File: src/rtl/rsa_modexp_ladder_if.sv
// Request/response bundle for the modular exponentiation engine.
// The engine takes the slave side; whoever issues operations takes the master side.
interface rsa_modexp_ladder_if #(
    parameter int WIDTH     = 16,
    parameter int EXP_WIDTH = 16,
    parameter int CNT_WIDTH = 24
) ();
    logic                 start;
    logic                 mode;
    logic [WIDTH-1:0]     base;
    logic [EXP_WIDTH-1:0] exp;
    logic [WIDTH-1:0]     mod;
    logic [WIDTH-1:0]     result;
    logic                 busy;
    logic                 done;
    logic                 err;
    logic [CNT_WIDTH-1:0] cycle_count;

    modport master (
        output start, mode, base, exp, mod,
        input  result, busy, done, err, cycle_count
    );

    modport slave (
        input  start, mode, base, exp, mod,
        output result, busy, done, err, cycle_count
    );
endinterface

File: src/rtl/rsa_modexp_ladder.sv
// Modular exponentiation (base^exp mod n) on one shared bit-serial interleaved multiplier,
// selectable between square-and-multiply and a constant-time Montgomery ladder.
module rsa_modexp_ladder #(
    parameter int WIDTH     = 16,
    parameter int EXP_WIDTH = 16,
    parameter int CNT_WIDTH = 24
) (
    input  logic                 clk,
    input  logic                 rst,
    rsa_modexp_ladder_if.slave   bus
);

    localparam int CYW = (WIDTH > 1) ? $clog2(WIDTH) : 1;
    localparam int BIW = (EXP_WIDTH > 1) ? $clog2(EXP_WIDTH) : 1;

    typedef enum logic [1:0] {
        IDLE,
        REDUCE,
        MUL,
        DONE
    } state_t;

    state_t               state_q, state_d;
    logic                 mode_q, mode_d;
    logic [EXP_WIDTH-1:0] exp_q, exp_d;
    logic [WIDTH-1:0]     n_q, n_d;
    logic [WIDTH-1:0]     bpr_q, bpr_d;
    logic [WIDTH-1:0]     r0_q, r0_d;
    logic [WIDTH-1:0]     r1_q, r1_d;
    logic [WIDTH:0]       acc_q, acc_d;
    logic [WIDTH-1:0]     a_q, a_d;
    logic [WIDTH-1:0]     b_q, b_d;
    logic [CYW-1:0]       cyc_q, cyc_d;
    logic [BIW-1:0]       bit_q, bit_d;
    logic                 phase_q, phase_d;
    logic [WIDTH-1:0]     result_q, result_d;
    logic                 err_q, err_d;
    logic [CNT_WIDTH-1:0] cnt_q, cnt_d;

    logic [WIDTH:0]       dbl, dblRed, addv, addRed, stepAcc;
    logic [WIDTH-1:0]     prod;
    logic                 curBit, lastOfBit, writeR0;

    // Which ladder register receives the product of the current multiply.
    function automatic logic destIsR0(input logic m, input logic bitv, input logic ph);
        if (!m) return 1'b1;
        return ph ? ~bitv : bitv;
    endfunction

    // Operands {a, b} for the multiply identified by (mode, exponent bit, phase).
    // In ladder mode both multiplies of a bit read pre-bit values, which holds because
    // the first multiply never overwrites the register the second one reads.
    function automatic logic [2*WIDTH-1:0] nextOperands(
        input logic             m,
        input logic             bitv,
        input logic             ph,
        input logic [WIDTH-1:0] r0,
        input logic [WIDTH-1:0] r1,
        input logic [WIDTH-1:0] bp
    );
        if (!m) return ph ? {r0, bp} : {r0, r0};
        if (!ph) return {r0, r1};
        return bitv ? {r1, r1} : {r0, r0};
    endfunction

    // One interleaved step: double, reduce, conditionally add b, reduce. acc < n keeps
    // every intermediate below 2n, which fits WIDTH+1 bits even for n = 2^WIDTH-1.
    always_comb begin
        dbl     = acc_q << 1;
        dblRed  = (dbl >= {1'b0, n_q}) ? dbl - {1'b0, n_q} : dbl;
        addv    = dblRed + {1'b0, b_q};
        addRed  = (addv >= {1'b0, n_q}) ? addv - {1'b0, n_q} : addv;
        stepAcc = a_q[WIDTH-1] ? addRed : dblRed;
        prod    = stepAcc[WIDTH-1:0];
    end

    always_ff @(posedge clk) begin
        if (rst) begin
            state_q  <= IDLE;
            mode_q   <= 1'b0;
            exp_q    <= '0;
            n_q      <= '0;
            bpr_q    <= '0;
            r0_q     <= '0;
            r1_q     <= '0;
            acc_q    <= '0;
            a_q      <= '0;
            b_q      <= '0;
            cyc_q    <= '0;
            bit_q    <= '0;
            phase_q  <= 1'b0;
            result_q <= '0;
            err_q    <= 1'b0;
            cnt_q    <= '0;
        end else begin
            state_q  <= state_d;
            mode_q   <= mode_d;
            exp_q    <= exp_d;
            n_q      <= n_d;
            bpr_q    <= bpr_d;
            r0_q     <= r0_d;
            r1_q     <= r1_d;
            acc_q    <= acc_d;
            a_q      <= a_d;
            b_q      <= b_d;
            cyc_q    <= cyc_d;
            bit_q    <= bit_d;
            phase_q  <= phase_d;
            result_q <= result_d;
            err_q    <= err_d;
            cnt_q    <= cnt_d;
        end
    end

    always_comb begin
        state_d   = state_q;
        mode_d    = mode_q;
        exp_d     = exp_q;
        n_d       = n_q;
        bpr_d     = bpr_q;
        r0_d      = r0_q;
        r1_d      = r1_q;
        acc_d     = acc_q;
        a_d       = a_q;
        b_d       = b_q;
        cyc_d     = cyc_q;
        bit_d     = bit_q;
        phase_d   = phase_q;
        result_d  = result_q;
        err_d     = err_q;
        cnt_d     = cnt_q;
        curBit    = exp_q[bit_q];
        lastOfBit = 1'b0;
        writeR0   = 1'b0;

        case (state_q)
            IDLE: begin
                if (bus.start) begin
                    mode_d   = bus.mode;
                    exp_d    = bus.exp;
                    n_d      = bus.mod;
                    err_d    = (bus.mod == '0);
                    cnt_d    = '0;
                    result_d = '0;
                    acc_d    = '0;
                    a_d      = bus.base;
                    b_d      = WIDTH'(1);
                    cyc_d    = '0;
                    bit_d    = BIW'(EXP_WIDTH - 1);
                    phase_d  = 1'b0;
                    state_d  = (bus.mod == '0) ? DONE : REDUCE;
                end
            end

            REDUCE, MUL: begin
                acc_d = stepAcc;
                a_d   = a_q << 1;
                cyc_d = cyc_q + CYW'(1);
                cnt_d = (&cnt_q) ? cnt_q : cnt_q + CNT_WIDTH'(1);
                if (cyc_q == CYW'(WIDTH - 1)) begin
                    cyc_d = '0;
                    acc_d = '0;
                    if (state_q == REDUCE) begin
                        bpr_d   = prod;
                        r1_d    = prod;
                        r0_d    = (n_q == WIDTH'(1)) ? '0 : WIDTH'(1);
                        state_d = MUL;
                    end else begin
                        writeR0 = destIsR0(mode_q, curBit, phase_q);
                        if (writeR0) r0_d = prod;
                        else         r1_d = prod;
                        // Square-and-multiply skips the second multiply on a zero bit.
                        lastOfBit = mode_q ? phase_q : (phase_q | ~curBit);
                        if (!lastOfBit) begin
                            phase_d = 1'b1;
                        end else if (bit_q == '0) begin
                            state_d  = DONE;
                            result_d = r0_d;
                        end else begin
                            bit_d   = bit_q - BIW'(1);
                            phase_d = 1'b0;
                        end
                    end
                    {a_d, b_d} = nextOperands(mode_q, exp_q[bit_d], phase_d, r0_d, r1_d, bpr_d);
                end
            end

            DONE: begin
                state_d = IDLE;
            end

            default: begin
                state_d = IDLE;
            end
        endcase
    end

    assign bus.result      = result_q;
    assign bus.busy        = (state_q == REDUCE) || (state_q == MUL);
    assign bus.done        = (state_q == DONE);
    assign bus.err         = err_q;
    assign bus.cycle_count = cnt_q;

endmodule

File: src/flat_wrapper.sv
// flat-port wrapper written by rule: the top's interface ports become plain ports
module rsa_modexp_ladder_flat 
#(
    parameter int WIDTH     = 16,
    parameter int EXP_WIDTH = 16,
    parameter int CNT_WIDTH = 24
)
  (clk, rst, bus_start, bus_mode, bus_base, bus_exp, bus_mod, bus_result, bus_busy, bus_done, bus_err, bus_cycle_count);
  rsa_modexp_ladder_if #(.WIDTH(WIDTH), .EXP_WIDTH(EXP_WIDTH), .CNT_WIDTH(CNT_WIDTH)) bus_i ();
  input  logic clk;
  input  logic rst;
  input wire logic [$bits(bus_i.start)-1:0] bus_start;
  input wire logic [$bits(bus_i.mode)-1:0] bus_mode;
  input wire logic [$bits(bus_i.base)-1:0] bus_base;
  input wire logic [$bits(bus_i.exp)-1:0] bus_exp;
  input wire logic [$bits(bus_i.mod)-1:0] bus_mod;
  output wire logic [$bits(bus_i.result)-1:0] bus_result;
  output wire logic [$bits(bus_i.busy)-1:0] bus_busy;
  output wire logic [$bits(bus_i.done)-1:0] bus_done;
  output wire logic [$bits(bus_i.err)-1:0] bus_err;
  output wire logic [$bits(bus_i.cycle_count)-1:0] bus_cycle_count;
  assign bus_i.start = bus_start;
  assign bus_i.mode = bus_mode;
  assign bus_i.base = bus_base;
  assign bus_i.exp = bus_exp;
  assign bus_i.mod = bus_mod;
  assign bus_result = bus_i.result;
  assign bus_busy = bus_i.busy;
  assign bus_done = bus_i.done;
  assign bus_err = bus_i.err;
  assign bus_cycle_count = bus_i.cycle_count;
  rsa_modexp_ladder #(.WIDTH(WIDTH), .EXP_WIDTH(EXP_WIDTH), .CNT_WIDTH(CNT_WIDTH)) u_core (.clk(clk), .rst(rst), .bus(bus_i));
endmodule
File: config.mk
export PLATFORM = sky130hd
export DESIGN_NAME = rsa_modexp_ladder_flat
export DESIGN_NICKNAME = d
export VERILOG_FILES = /design/src/rtl/rsa_modexp_ladder_if.sv /design/src/rtl/rsa_modexp_ladder.sv /design/src/flat_wrapper.sv
export SDC_FILE = /design/constraint.sdc
export NUM_CORES = 1
export LEC_CHECK = 0
export CAP_MARGIN = 30
export CORE_ASPECT_RATIO = 0.8
export CORE_MARGIN = 5
export CORE_UTILIZATION = 54
export CTS_BUF_LIST = sky130_fd_sc_hd__clkbuf_16
export DETAILED_ROUTE_END_ITERATION = 10
export PLACE_DENSITY = 0.77
export SLEW_MARGIN = 20
export SYNTH_ARGS = -nofsm -noshare
export SYNTH_HDL_FRONTEND = slang
export SYNTH_SLANG_ARGS = --single-unit
export TNS_END_PERCENT = 10
File: constraint.sdc
create_clock -name clk -period 6.18 [get_ports clk]
set_clock_uncertainty 0.15 [all_clocks]
set_input_delay 1.236 -clock clk [delete_from_list [all_inputs] [get_ports clk]]
set_output_delay 1.236 -clock clk [all_outputs]
set_load 0.05 [all_outputs]
# Word level (Yosys, flattened, before mapping)
# Cells that the tools add are included.
# word_totals
out_inout_bits	43
elab_cells	137
regBits	181
input_bits	52
# op_classes
addsub	6
bitwise	2
n_reduce_logical	14
n_lt_le_gt_ge	4
n_mux	82
eq_ne	13
# ops
operator	n
$mux 16	21
$mux 32	5
$pmux 16 s2	4
$mux 24	2
$pmux 24 s2	1
$mux 4	9
$ge 17x16->1	2
$mux 1	27
$add 24x1->24 const B	1
$reduce_and 24->1	1
$add 17x16->17	1
$mux 17	1
$sub 17x16->17	1
$eq 16x1->1 const B	1
$logic_not 16->1	1
$pmux 4 s2	2
$sub 16x16->16	1
$mux 2	6
$lt 4x5->1 const B	2
$bmux 1 s4	2
$ne 2x1->1 const B	3
$ne 2x2->1 const B	3
$ne 3x1->1 const B	2
$pmux 2 s3	1
17 further kinds	21

# Logic depth before layout (Yosys ltp)
# logic_depth
depth_word	19
depth_mapped	30
depth_no_buf	28

# Worst setup path after synthesis
# No wires, ideal clock.
# synth_path
path_type	register to register
from	reg u_core.n_q[1]
to	reg u_core.a_q[8]
period_less_slack_ps	6242
setup_ps	91
path_buffers	3
stages_incl_launch_ff	30
slack_ps	-62
required_ps	5939
t_arrival_ps	6001
cell_sequence	dfxtp_1 inv_1 ha_1 nor2b_1 o2111ai_1 a211oi_2 o2111ai_4 and2_1 buf_2 clkbuf_1 o21ai_0 ha_1 nand3_1 o22ai_1 o41ai_1 o21ai_0 a21o_1 a21oi_1 xnor2_1 ha_1 a21o_1 nor2_1 o21ai_0 nor2b_1 nor2_1 clkbuf_1 a211oi_1 nor2_1 o211ai_1 a311oi_1
# synth_via
elab_chain_len	16
word_cells_on_any_way	21
cone_classes	add/sub: 3; order compare: 2; mux: 16
# synth_lines
item	line_no	text
start: declaration	rsa_modexp_ladder.sv:26	logic [WIDTH-1:0] n_q, n_d;
start signal: assignment	rsa_modexp_ladder.sv:99	n_q <= n_d;
$sub 17x16->17 or $ge 17x16->1 (tied branches)	rsa_modexp_ladder.sv:70	dblRed = (dbl >= {1'b0, n_q}) ? dbl - {1'b0, n_q} : dbl;
$mux 17	rsa_modexp_ladder.sv:70	
$add 17x16->17	rsa_modexp_ladder.sv:71	addv = dblRed + {1'b0, b_q};
$sub 16x16->16 or $ge 17x16->1 (tied branches)	rsa_modexp_ladder.sv:72	addRed = (addv >= {1'b0, n_q}) ? addv - {1'b0, n_q} : addv;
$mux 16	rsa_modexp_ladder.sv:72	
$mux 16 (*)	rsa_modexp_ladder.sv:73	stepAcc = a_q[WIDTH-1] ? addRed : dblRed;
$mux 16	rsa_modexp_ladder.sv:170	if (writeR0) r0_d = prod;
$mux 16	rsa_modexp_ladder.sv:160	if (cyc_q == CYW'(WIDTH - 1)) begin
$mux 16	rsa_modexp_ladder.sv:136	case (state_q)
$mux 16	rsa_modexp_ladder.sv:163	if (state_q == REDUCE) begin
$mux 32	rsa_modexp_ladder.sv:61	if (!m) return ph ? {r0, bp} : {r0, r0};
$mux 32	rsa_modexp_ladder.sv:62	if (!ph) return {r0, r1};
$mux 32	rsa_modexp_ladder.sv:63	return bitv ? {r1, r1} : {r0, r0};
$mux 32 (*)	rsa_modexp_ladder.sv:62	
$mux 16 (*)	rsa_modexp_ladder.sv:160	
$pmux 16 s2 (*)	rsa_modexp_ladder.sv:136	
end signal: assignment	rsa_modexp_ladder.sv:87	a_q <= '0;
end signal: assignment	rsa_modexp_ladder.sv:104	a_q <= a_d;
end: declaration	rsa_modexp_ladder.sv:31	logic [WIDTH-1:0] a_q, a_d;
# Mark *: on every way between the ends. The rest lies on a longest branch, timed or not. The select of a mux whose other input is x is not followed.
# A chain may end at the register's enable or synchronous reset.

# Final worst setup path
# layout_path
from	reg u_core.n_q[14]
to	reg u_core.b_q[4]
# layout_via
elab_chain_len	17
word_cells_on_any_way	23
cone_classes	add/sub: 3; order compare: 2; mux: 18
# layout_lines
item	line_no	text
$sub 17x16->17 or $ge 17x16->1 (tied branches)	rsa_modexp_ladder.sv:70	
$mux 17	rsa_modexp_ladder.sv:70	
$add 17x16->17	rsa_modexp_ladder.sv:71	
$ge 17x16->1 or $sub 16x16->16 (tied branches)	rsa_modexp_ladder.sv:72	
$mux 16	rsa_modexp_ladder.sv:72	
$mux 16 (*)	rsa_modexp_ladder.sv:73	
$mux 16	rsa_modexp_ladder.sv:170	
$mux 16	rsa_modexp_ladder.sv:160	
$mux 16	rsa_modexp_ladder.sv:136	
$mux 16	rsa_modexp_ladder.sv:163	
$mux 16	rsa_modexp_ladder.sv:61	
$mux 32	rsa_modexp_ladder.sv:61	
$mux 32	rsa_modexp_ladder.sv:62	
$mux 32	rsa_modexp_ladder.sv:63	
$mux 32 (*)	rsa_modexp_ladder.sv:62	
$mux 16 (*)	rsa_modexp_ladder.sv:160	
$pmux 16 s2 (*)	rsa_modexp_ladder.sv:136	
end signal: assignment	rsa_modexp_ladder.sv:88	b_q <= '0;
end signal: assignment	rsa_modexp_ladder.sv:105	b_q <= b_d;
end: declaration	rsa_modexp_ladder.sv:32	logic [WIDTH-1:0] b_q, b_d;
# Marked as above.

==> flow_summary_export.csv <==
group,metric,value,unit
synthesis,synthCells,1523,
hold_path,min_path_cells,2,
synthesis,synth_compound_area_share,27.9,%
timing,drv_slew,0,
cts,clock_latency,0.45,ns
die,die_width,175,um
route,ant_nets,0,
global_routing,grt_pass1_vias,12700,
finish,nets,1922,
timing,fin_crit_sh,103,%
finish,final_util,75.7,%
synthesis,yosys.area.top_type_share,30.8,%
synthesis,syn_avg_cell_area,7.72,um2
setup_path,arrival,6.52,ns
timing,rsz0062_at_grt,"yes",
route,totalWireLength,44300,um
route,vias,13400,
global_routing,gr-total-overflow,0,
placement,gp_congestion,1.01,
setup_path,rr_worst_depth,32,
hold_path,min-delay-start,"u_core.bus.result[0]$_SDFFE_PP0P_",
cts,ctsHtreeMaxLevel,4,
timing,hold_viol_final,0,
synthesis,synthTopCellsByArea,"dfxtp_1, nand2_1, ha_1, a21oi_1, nor2_1",
setup_path,path_class,"register to register",
cts,root_buffer,"clkbuf_16",
finish,postLayoutCellArea,16300,um2
cts,clockBufferDepth,2,
placement,place_worst_setup_slack,-0.427,ns
timing,worstMarginPinSlew,1.02,ns
route,drt_iter0_markers,1887,
global_routing,grt_pass1_wl,67400,um
cts,cts.sinks,181,
route,viasPerCell,6.40,
finish,insertedDiodeCount,0,
die,fp.dieH,142,um
timing,setup_viol,23,
die,die-area,24800,um2
setup_path,slowest_delay,0.47,ns
placement,port_buffers,94,
cts,path_clk_slew,0.08,ns
route,wl_per_cell,21.1,um
setup_path,crit_path_max_fanout,5,
finish,syn_to_final_growth,38.4,%
timing,layout_setup_ws,-0.168,ns
placement,dpl_cell_area,14500,um2
placement,dp_hpwl,31600,um
setup_path,crit_slowest_cell,"o22ai_1",
synthesis,synthFlopType,"dfxtp_1",
die,coreArea,21500,um2
setup_path,critPathLaunchType,"register",
die,rows,48,
cts,numCtsBuffers,17,
setup_path,r2r_end,"u_core.b_q[4]$_SDFFE_PP0P_",
global_routing,track_usage,33.5,%
cts,cts_tree,"done",
synthesis,synthTopCellsByCount,"nand2_1, dfxtp_1, nor2_1, a21oi_1, o21ai_0",
synthesis,ys_types,91,
run_status,status,"finished, violations left",
hold_path,hold_class,"register to register",
global_routing,antenna_found_initial,0,
die,ios,95,
synthesis,synth.area.mux_share,3.54,%
die,start_util,54.7,%
setup_path,ff2ff_setup_slack,-0.17,ns
synthesis,synthSimpleGateAreaFrac,22.5,%
global_routing,grt_start_max_net_pins,82,
synthesis,yosysTopAreaCell,"dfxtp_1",
cts,hold_buffers,0,
route,first_pass_iters,6,
run_status,violations,"setup timing",
timing,relSlewSlack,31.4,%
setup_path,crit_top_cell,"buf_4",
route,drc,0,
synthesis,synthAdderAreaFrac,6.69,%
synthesis,synth-xor-area-share,4.16,%
hold_path,min_to,"u_core.bus.result[0]$_SDFFE_PP0P_",
finish,layout-drive-gt1-share,25.6,%
job,max_cap_violations,0,
setup_path,end_kind,"register",
synthesis,synth_area,11800,um2
synthesis,synth_top_family_by_area,"compound AO/OA/AOI/OAI gates",
setup_path,r2r_start,"u_core.n_q[14]$_SDFFE_PP0P_",
synthesis,synth.net_count,1636,
synthesis,yosys_warnings,0,
synthesis,synth.most_common_cell,"nand2_1",
synthesis,synth-edff-count,0,
setup_path,crit_required,6.35,ns
timing,period_minus_slack,6.35,ns
synthesis,ys_seq_elements,181,
timing,timing.fmax,0.158,GHz
synthesis,ys_async_sr_fraction,0,%
synthesis,yosysSeqAreaShare,30.8,%
through the flow:
| step | setup TNS, ns | cells | hold WS, ns |
|---|---|---|---|
| 2_1_floorplan | -0.0974 | 1523 | 0.282 |
| 3_3_place_gp | -5.32 | 2042 | 0.289 |
| 3_5_place_dp | -20.38 | 2042 | 0.294 |
| 4_1_cts | 0 | 2086 | 0.303 |
| 5_1_grt | -21.52 | 2097 | 0.330 |
| 6_report | -1.49 | 2097 | 0.305 |
repair_timing:
action	4_1_cts	5_1_grt
pin swaps	25	75
resized for setup	81	128
cloned	0	1
setup buffers	12	10
setup endpoints to repair	110	112
area by class of cell:
class / instances / area [um2]
clock buffers: 17 / 425
clock inverters: 15 / 133
fillers: 1592 / 5240
inverters: 55 / 206
multi-input cells: 1209 / 8600
flip-flops and latches: 181 / 3630
well taps: 275 / 344
repair buffers: 345 / 2930
critical path, delay by kind of cell (launching register included):
family	cells	cell delay, ns
flip-flops	1	0.33
AO/OA/AOI/OAI	11	2.31
buffers and inverters	9	1.22
multiplexers	1	0.24
AND/OR/NAND/NOR	7	0.92
XOR/XNOR	1	0.13
adder cells (fa/ha/maj)	3	0.90
worst max path at each step:
stage / slack (ns) / from / endpoint / cells past startpoint
after floorplan: -0.03 / u_core.n_q[1]$_SDFFE_PP0P_ / u_core.b_q[0]$_SDFFE_PP0P_ / 29
after global placement: -0.25 / u_core.n_q[1]$_SDFFE_PP0P_ / u_core.a_q[2]$_SDFFE_PP0P_ / 33
after detailed placement: -0.43 / u_core.n_q[1]$_SDFFE_PP0P_ / u_core.a_q[1]$_SDFFE_PP0P_ / 28
after CTS: 0.001 / u_core.n_q[1]$_SDFFE_PP0P_ / u_core.a_q[15]$_SDFFE_PP0P_ / 35
after global routing: -0.46 / u_core.n_q[14]$_SDFFE_PP0P_ / u_core.acc_q[3]$_SDFFE_PP0P_ / 33
final: -0.17 / u_core.n_q[14]$_SDFFE_PP0P_ / u_core.b_q[4]$_SDFFE_PP0P_ / 32
state kept, by name, indices dropped and copies added, names as in the netlist, 2 cells and up:
name and flops:
u_core.bit_q 4, u_core.cyc_q 4, u_core.exp_q 16, u_core.a_q 16, u_core.r0_q 16, u_core.bus.cycle_count 24
u_core.state_q 2, u_core.r1_q 16, u_core.bus.result 16, u_core.bpr_q 16, u_core.b_q 16, u_core.acc_q 16
u_core.n_q 16
per-layer routing:
metal  part of all wire (%)  wire, um  track usage, %
met1                     42     18500            47.0
met2                     44     19600            52.0
met3                     11      4690            6.91
met4                    3.4      1520            11.0
met5                      0         0               0
cell usage in the layout, fill, tap and decap left out, types with 11 or more instances in the layout:
| cell | n |
|---|---|
| dfxtp_1 | 179 |
| a31oi_1 | 14 |
| ha_4 | 16 |
| a21o_1 | 14 |
| or3_1 | 15 |
| a22oi_1 | 36 |
| nor2_1 | 162 |
| clkbuf_16 | 18 |
| nand2b_1 | 13 |
| o211ai_1 | 17 |
| nand2_1 | 229 |
| a211oi_1 | 15 |
| xnor2_1 | 26 |
| a21oi_1 | 126 |
| and3_1 | 15 |
| nand3_1 | 26 |
| xor2_1 | 17 |
| buf_4 | 232 |
| a221oi_1 | 14 |
| o21ai_1 | 19 |
| clkdlybuf4s50_1 | 93 |
| o21a_1 | 14 |
| ha_1 | 41 |
| o21ai_0 | 51 |
| nor3_1 | 27 |
| buf_6 | 17 |
| a21oi_2 | 12 |
| nand4_1 | 20 |
| o21bai_1 | 11 |
| inv_1 | 52 |
kinds of logic after synthesis:
| kind of cell | Yosys count |
|---|---|
| buffers and inverters | 133 |
| and+or+nand+nor | 586 |
| muxes | 29 |
| adders and majority gates | 61 |
| DFF | 181 |
| AOI/OAI and AO/OA | 481 |
| xor gates and xnor gates | 52 |
Power is left out: the tool's default activity adds up to more than one toggle a clock period on the data nets, which glitch-free logic cannot reach.
